[config.mk]
export PLATFORM = sky130hd
export DESIGN_NAME = multicycle_control_unit
export DESIGN_NICKNAME = d
export VERILOG_FILES = /design/src/rtl/multicycle_control_unit.sv
export SDC_FILE = /design/constraint.sdc
export NUM_CORES = 1
export LEC_CHECK = 0
export ABC_AREA = 1
export CAP_MARGIN = 20
export CELL_PAD_IN_SITES_DETAIL_PLACEMENT = 1
export CELL_PAD_IN_SITES_GLOBAL_PLACEMENT = 2
export CORE_MARGIN = 3
export CORE_UTILIZATION = 27
export DETAILED_ROUTE_END_ITERATION = 8
export GPL_TIMING_DRIVEN = 0
export PLACE_DENSITY_LB_ADDON = 0.1
export REMOVE_ABC_BUFFERS = 1
export SETUP_SLACK_MARGIN = 0.02
export SYNTH_ARGS = -nofsm -noshare
export SYNTH_HDL_FRONTEND = slang
export SYNTH_SLANG_ARGS = --single-unit
[constraint.sdc]
create_clock -name clk -period 2.28 [get_ports clk]
set_input_delay 0.342 -clock clk [delete_from_list [all_inputs] [get_ports clk]]
set_output_delay 0.342 -clock clk [all_outputs]
set_load 0.02 [all_outputs]
[src/rtl/multicycle_control_unit.sv]
// Multicycle MIPS control FSM. Each instruction is sequenced over several
// cycles: FETCH, DECODE, then a per-class execute/memory/write-back path.
// The unit drives a shared-memory datapath and counts retired instructions.
//
// Memory handshake: the unit holds mem_read or mem_write high with a stable
// address select. The access completes on the first cycle mem_ready is high.
// Until then the unit keeps the same state and keeps its requests asserted.
// With MEM_HANDSHAKE=0, mem_ready is ignored and every access completes in
// one cycle.
module multicycle_control_unit #(
  parameter int MEM_HANDSHAKE = 1,
  parameter int SUPPORT_IMM   = 1,
  parameter int CNT_W         = 32
) (
  input  logic             clk,
  input  logic             reset,
  input  logic [5:0]       opcode,
  input  logic             mem_ready,
  output logic             pc_write,
  output logic             pc_write_cond,
  output logic             i_or_d,
  output logic             mem_read,
  output logic             mem_write,
  output logic             ir_write,
  output logic             mem_to_reg,
  output logic             reg_dst,
  output logic             reg_write,
  output logic             alu_src_a,
  output logic [1:0]       alu_src_b,
  output logic [1:0]       alu_op,
  output logic [1:0]       pc_source,
  output logic             instr_done,
  output logic             illegal_op,
  output logic [CNT_W-1:0] instr_count,
  output logic [3:0]       state
);

  typedef enum logic [3:0] {
    S_FETCH    = 4'd0,
    S_DECODE   = 4'd1,
    S_MEM_ADDR = 4'd2,
    S_MEM_RD   = 4'd3,
    S_MEM_WB   = 4'd4,
    S_MEM_WR   = 4'd5,
    S_R_EXEC   = 4'd6,
    S_R_WB     = 4'd7,
    S_I_EXEC   = 4'd8,
    S_I_WB     = 4'd9,
    S_BRANCH   = 4'd10,
    S_JUMP     = 4'd11
  } state_t;

  localparam logic [5:0] OP_RTYPE = 6'h00;
  localparam logic [5:0] OP_J     = 6'h02;
  localparam logic [5:0] OP_BEQ   = 6'h04;
  localparam logic [5:0] OP_ADDI  = 6'h08;
  localparam logic [5:0] OP_SLTI  = 6'h0A;
  localparam logic [5:0] OP_ANDI  = 6'h0C;
  localparam logic [5:0] OP_ORI   = 6'h0D;
  localparam logic [5:0] OP_LW    = 6'h23;
  localparam logic [5:0] OP_SW    = 6'h2B;

  state_t state_q;
  state_t state_d;
  state_t out_state;
  logic   ready_eff;
  logic   is_imm;

  assign ready_eff = (MEM_HANDSHAKE != 0) ? mem_ready : 1'b1;
  assign is_imm    = (SUPPORT_IMM != 0) &&
                     ((opcode == OP_ADDI) || (opcode == OP_ANDI) ||
                      (opcode == OP_ORI)  || (opcode == OP_SLTI));

  // Outputs decode FETCH while reset is high, so a mid-instruction reset
  // never issues a write or a retire in the reset cycle.
  assign out_state = reset ? S_FETCH : state_q;
  assign state     = state_q;

  // State register.
  always_ff @(posedge clk) begin
    if (reset) state_q <= S_FETCH;
    else       state_q <= state_d;
  end

  // Retire counter. It wraps modulo 2^CNT_W.
  always_ff @(posedge clk) begin
    if (reset)           instr_count <= '0;
    else if (instr_done) instr_count <= instr_count + {{(CNT_W-1){1'b0}}, 1'b1};
  end

  // Next-state and control outputs.
  always_comb begin
    state_d       = S_FETCH;
    pc_write      = 1'b0;
    pc_write_cond = 1'b0;
    i_or_d        = 1'b0;
    mem_read      = 1'b0;
    mem_write     = 1'b0;
    ir_write      = 1'b0;
    mem_to_reg    = 1'b0;
    reg_dst       = 1'b0;
    reg_write     = 1'b0;
    alu_src_a     = 1'b0;
    alu_src_b     = 2'b00;
    alu_op        = 2'b00;
    pc_source     = 2'b00;
    instr_done    = 1'b0;
    illegal_op    = 1'b0;
    case (out_state)
      S_FETCH: begin
        mem_read  = 1'b1;
        alu_src_b = 2'b01;
        ir_write  = ready_eff;
        pc_write  = ready_eff;
        state_d   = ready_eff ? S_DECODE : S_FETCH;
      end
      S_DECODE: begin
        // Branch target (PC+4 + imm<<2) is latched into ALUOut here.
        alu_src_b = 2'b11;
        if ((opcode == OP_LW) || (opcode == OP_SW)) state_d = S_MEM_ADDR;
        else if (opcode == OP_RTYPE)                state_d = S_R_EXEC;
        else if (is_imm)                            state_d = S_I_EXEC;
        else if (opcode == OP_BEQ)                  state_d = S_BRANCH;
        else if (opcode == OP_J)                    state_d = S_JUMP;
        else begin
          illegal_op = 1'b1;
          state_d    = S_FETCH;
        end
      end
      S_MEM_ADDR: begin
        alu_src_a = 1'b1;
        alu_src_b = 2'b10;
        if (opcode == OP_LW)      state_d = S_MEM_RD;
        else if (opcode == OP_SW) state_d = S_MEM_WR;
        else                      state_d = S_FETCH;
      end
      S_MEM_RD: begin
        mem_read = 1'b1;
        i_or_d   = 1'b1;
        state_d  = ready_eff ? S_MEM_WB : S_MEM_RD;
      end
      S_MEM_WB: begin
        reg_write  = 1'b1;
        mem_to_reg = 1'b1;
        instr_done = 1'b1;
        state_d    = S_FETCH;
      end
      S_MEM_WR: begin
        mem_write  = 1'b1;
        i_or_d     = 1'b1;
        instr_done = ready_eff;
        state_d    = ready_eff ? S_FETCH : S_MEM_WR;
      end
      S_R_EXEC: begin
        alu_src_a = 1'b1;
        alu_op    = 2'b10;
        state_d   = S_R_WB;
      end
      S_R_WB: begin
        reg_write  = 1'b1;
        reg_dst    = 1'b1;
        instr_done = 1'b1;
        state_d    = S_FETCH;
      end
      S_I_EXEC: begin
        alu_src_a = 1'b1;
        alu_src_b = 2'b10;
        alu_op    = (opcode == OP_ADDI) ? 2'b00 : 2'b11;
        state_d   = S_I_WB;
      end
      S_I_WB: begin
        reg_write  = 1'b1;
        instr_done = 1'b1;
        state_d    = S_FETCH;
      end
      S_BRANCH: begin
        alu_src_a     = 1'b1;
        alu_op        = 2'b01;
        pc_write_cond = 1'b1;
        pc_source     = 2'b01;
        instr_done    = 1'b1;
        state_d       = S_FETCH;
      end
      S_JUMP: begin
        pc_write   = 1'b1;
        pc_source  = 2'b10;
        instr_done = 1'b1;
        state_d    = S_FETCH;
      end
      default: state_d = S_FETCH;
    endcase
  end

endmodule

==> flow_summary.toml <==
[timing]
setup_ws_ps = 139.8
fin_crit_sh_pct = 93.87
timing.final.crit_period_ps = 2140
report.final.hold_viol_count = 0
unrepaired_setup_endpoints_after_global_routing = "no"
fmaxAchievable_mhz = 467.3
timing.max_slew.rel_slack_pct = 59.94
finalSetupViolations = 0
timing_max_transition_violations_final = 0
holdWs_ps = 365.1
fin_worst_skew_ps = 11.64
worst_slew_pin_slew_ps = 599.5

[synth]
synth.ff_latch_count = 36
post_synth_edffs = 0
synth_top_cell_by_area = "sky130_fd_sc_hd__dfxtp_1"
area_share_of_the_largest_cell_type_after_synthesis_pct = 28.18
postSynth.asyncResetShare_pct = 0
avgSynthCellArea_um2 = 5.760
post_synth_main_area_contributors = "sky130_fd_sc_hd__dfxtp_1, sky130_fd_sc_hd__nand2_1, sky130_fd_sc_hd__nor2_1"
synth_flop_cell = "sky130_fd_sc_hd__dfxtp_1"
ys_warn_count = 0
synth.cells.most_frequent = "sky130_fd_sc_hd__nand2_1, sky130_fd_sc_hd__nor2_1, sky130_fd_sc_hd__inv_1"
yosysMostFrequentCell = "sky130_fd_sc_hd__nand2_1"
postSynthCellCount = 444
synth_cell_types = 27
sequential_share_of_the_synthesized_area_pct = 28.18
netlist_area_um2 = 2557

[global_routing]
grt_first_pass_wirelength_um = 14570
total_routing_usage_reported_by_global_routing_pct = 17.30
overflow = 0
grt_antenna_before_repair = 0
grt_pass1_vias = 2920
grt_start_max_net_pins = 43

[setup_path]
cpMaxStageDelayCell = "sky130_fd_sc_hd__clkdlybuf4s50_1"
regToRegSetupSlack_ps = 460
setup.worst_path.end_class = "output port"
r2r-end = "instr_count[22]"
worstSetupEndpoint = "illegal_op"
timing.critical_path.cells = "clkdlybuf4s50_1, nor2_2, nand2_1, nor2_4, inv_1, o21ai_1, inv_1, nand2_1, nor3b_1, buf_2"
arrival_ps = 1800
required_ps = 1940
worst_setup_path_startpoint = "opcode[5]"
critical_path_peak_fanout = 4
max_stage_delay_ps = 430
crit_reg_reg_startpoint = "instr_count[0]"
kind_of_start_point_of_the_critical_path = "input pin"
criticalPathCategory = "input pin to output port"
worst-r2r-cell-count = 8

[clocking]
htree_levels = 2
clock_insertion_delay_worst_skew_ps = 290
cts-root-buf = "sky130_fd_sc_hd__clkbuf_8"
cts_max_path_buffers = 2
post_cts.repair.setup_buffers = 0
holdBufCountCts = 0
tritoncts.num_buffers = 5
clk_pin_slew_ps = 70
tritoncts_clock_tree = "done"
clock_sinks = 36

[final_layout]
num-nets-final = 514
ratio_of_cells_with_drive_above_1_in_the_final_layout_pct = 7.540
flow.area_growth_from_synthesis_pct = 32.68
layout.core_utilization_pct = 37.80
fill_cells = 1217
antenna_cells_inserted = 0
final_area_um2 = 3393

[placed_design]
port-buffer-count = 62
detailedPlace.worstSlack_ps = -1038
postPlaceCellArea_um2 = 3253
place.gp.congestion = 0.8141
post-dp-hpwl_um = 6760

[outcome]
run_status = "finished clean"

[power_and_ir_drop]
power_density_nw_per_um2 = 346.3
vdd.ir_drop.worst_v = 0.0001600
cell_internal_pwr_mw = 0.8772
p_sw_share_pct = 25.34
combPwrFrac_pct = 8.5
clkPwrFrac_pct = 37.6
netSwitchingPower_mw = 0.2977
total_leakage_power_nw = 1.402
seq_power_share_pct = 53.9

[route]
routedWlPerCell_um = 14.01
post-route-drc-count = 0
first_pass_iters = 4
routed_wirelength_um = 8824
drt_iter0_markers = 82
viasPerCell = 4.611
drtAntennaViolNets = 0
num_vias = 2905

[floorplanning]
fp.coreArea_um2 = 8976
start_util_pct = 28.49
floorplan.io_pins = 63
floorplan.rows = 34
die-area_um2 = 10680
die_y_um = 103.3
die_width_um = 103.3

[hold_path]
hold_class = "input pin to register"
worst_hold_startpoint = "reset"

[run]
maxCapViolCount = 0
## power by group through the flow
stage | combinational, mW | clock, mW | sequential (mW)
floorplan | 0.0419 | 0 | 0.649
global placement | 0.0954 | 0 | 0.648
detailed placement | 0.0994 | 0 | 0.648
CTS | 0.100 | 0.467 | 0.633
global route | 0.110 | 0.498 | 0.633
finish | 0.100 | 0.442 | 0.633
## state kept, by name, summed over array words and instances (netlist names)
| register | cells |
|---|---|
| instr_count | 32 |
| state | 4 |
## worst max-delay path, delay by kind of cell
family | cells | cell delay [ps]
AND/OR/NAND/NOR | 5 | 570
buffers and inverters | 4 | 700
AO/OA/AOI/OAI | 1 | 170
## timing repair
action,4_1_cts,5_1_grt
pin swaps,0,1
gates cloned,0,1
setup endpoints to repair,50,9
resized for setup,26,14
## worst min-delay path by stage
| stage | endpoint | slack (ps) | cells after the start |
|---|---|---|---|
| finish | instr_count[15] | 370 | 2 |
| detailed placement | instr_count[31] | 500 | 2 |
| CTS | instr_count[15] | 350 | 2 |
| global route | instr_count[15] | 380 | 2 |
| floorplan | instr_count[10] | 410 | 1 |
| global placement | instr_count[31] | 490 | 2 |
## metrics by stage
stage               std cells  setup TNS (ps)  power, mW
floorplan                 433               0     0.6913
global route              630               0      1.241
finish                    630               0      1.175
global placement          621          -51350     0.7431
CTS                       629               0      1.200
detailed placement        622          -25230     0.7469
## cell families after synthesis
kind of cell	count (synthesis)	synth area share (%)
AO/OA/AOI/OAI	41	8.219
XOR/XNOR	11	3.767
adder cells (fa/ha/maj)	1	0.4892
buffers and inverters	53	10.18
flip-flops	36	28.18
multiplexers	1	0.3914
AND/OR/NAND/NOR	301	48.78
## layout make-up
cell class	count	area (µm²)	area share, %
clock buffers	6	72.57	2.139
clock inverters	1	5.005	0.1475
inverters	42	165.2	4.867
multi-input cells	356	1630	48.05
flip-flops and latches	36	721.9	21.28
well taps	126	157.7	4.646
repair buffers	63	640.6	18.88
## per-layer routing
metal  vias to the layer above  GRT usage [%]  routed length, µm
met5                         -              0                  0
met4                         0          3.187                 59
met3                         8          3.018                257
met2                        44          27.43               3900
met1                      1345          24.84               4607
li1                       1508              -                  -
## cells in the final DEF (no fill, tap or decap), types with 5 or more instances in the layout
cell                              count
sky130_fd_sc_hd__nand2_1            164
sky130_fd_sc_hd__nor2_1              79
sky130_fd_sc_hd__clkdlybuf4s50_1     46
sky130_fd_sc_hd__inv_1               38
sky130_fd_sc_hd__dfxtp_1             35
sky130_fd_sc_hd__nand3_1             31
sky130_fd_sc_hd__a21oi_1             31
sky130_fd_sc_hd__dlymetal6s2s_1       9
sky130_fd_sc_hd__nor2_2               8
sky130_fd_sc_hd__xor2_1               8
sky130_fd_sc_hd__nand2_2              5
sky130_fd_sc_hd__clkbuf_8             5
Power figures use the tool's default switching activity.
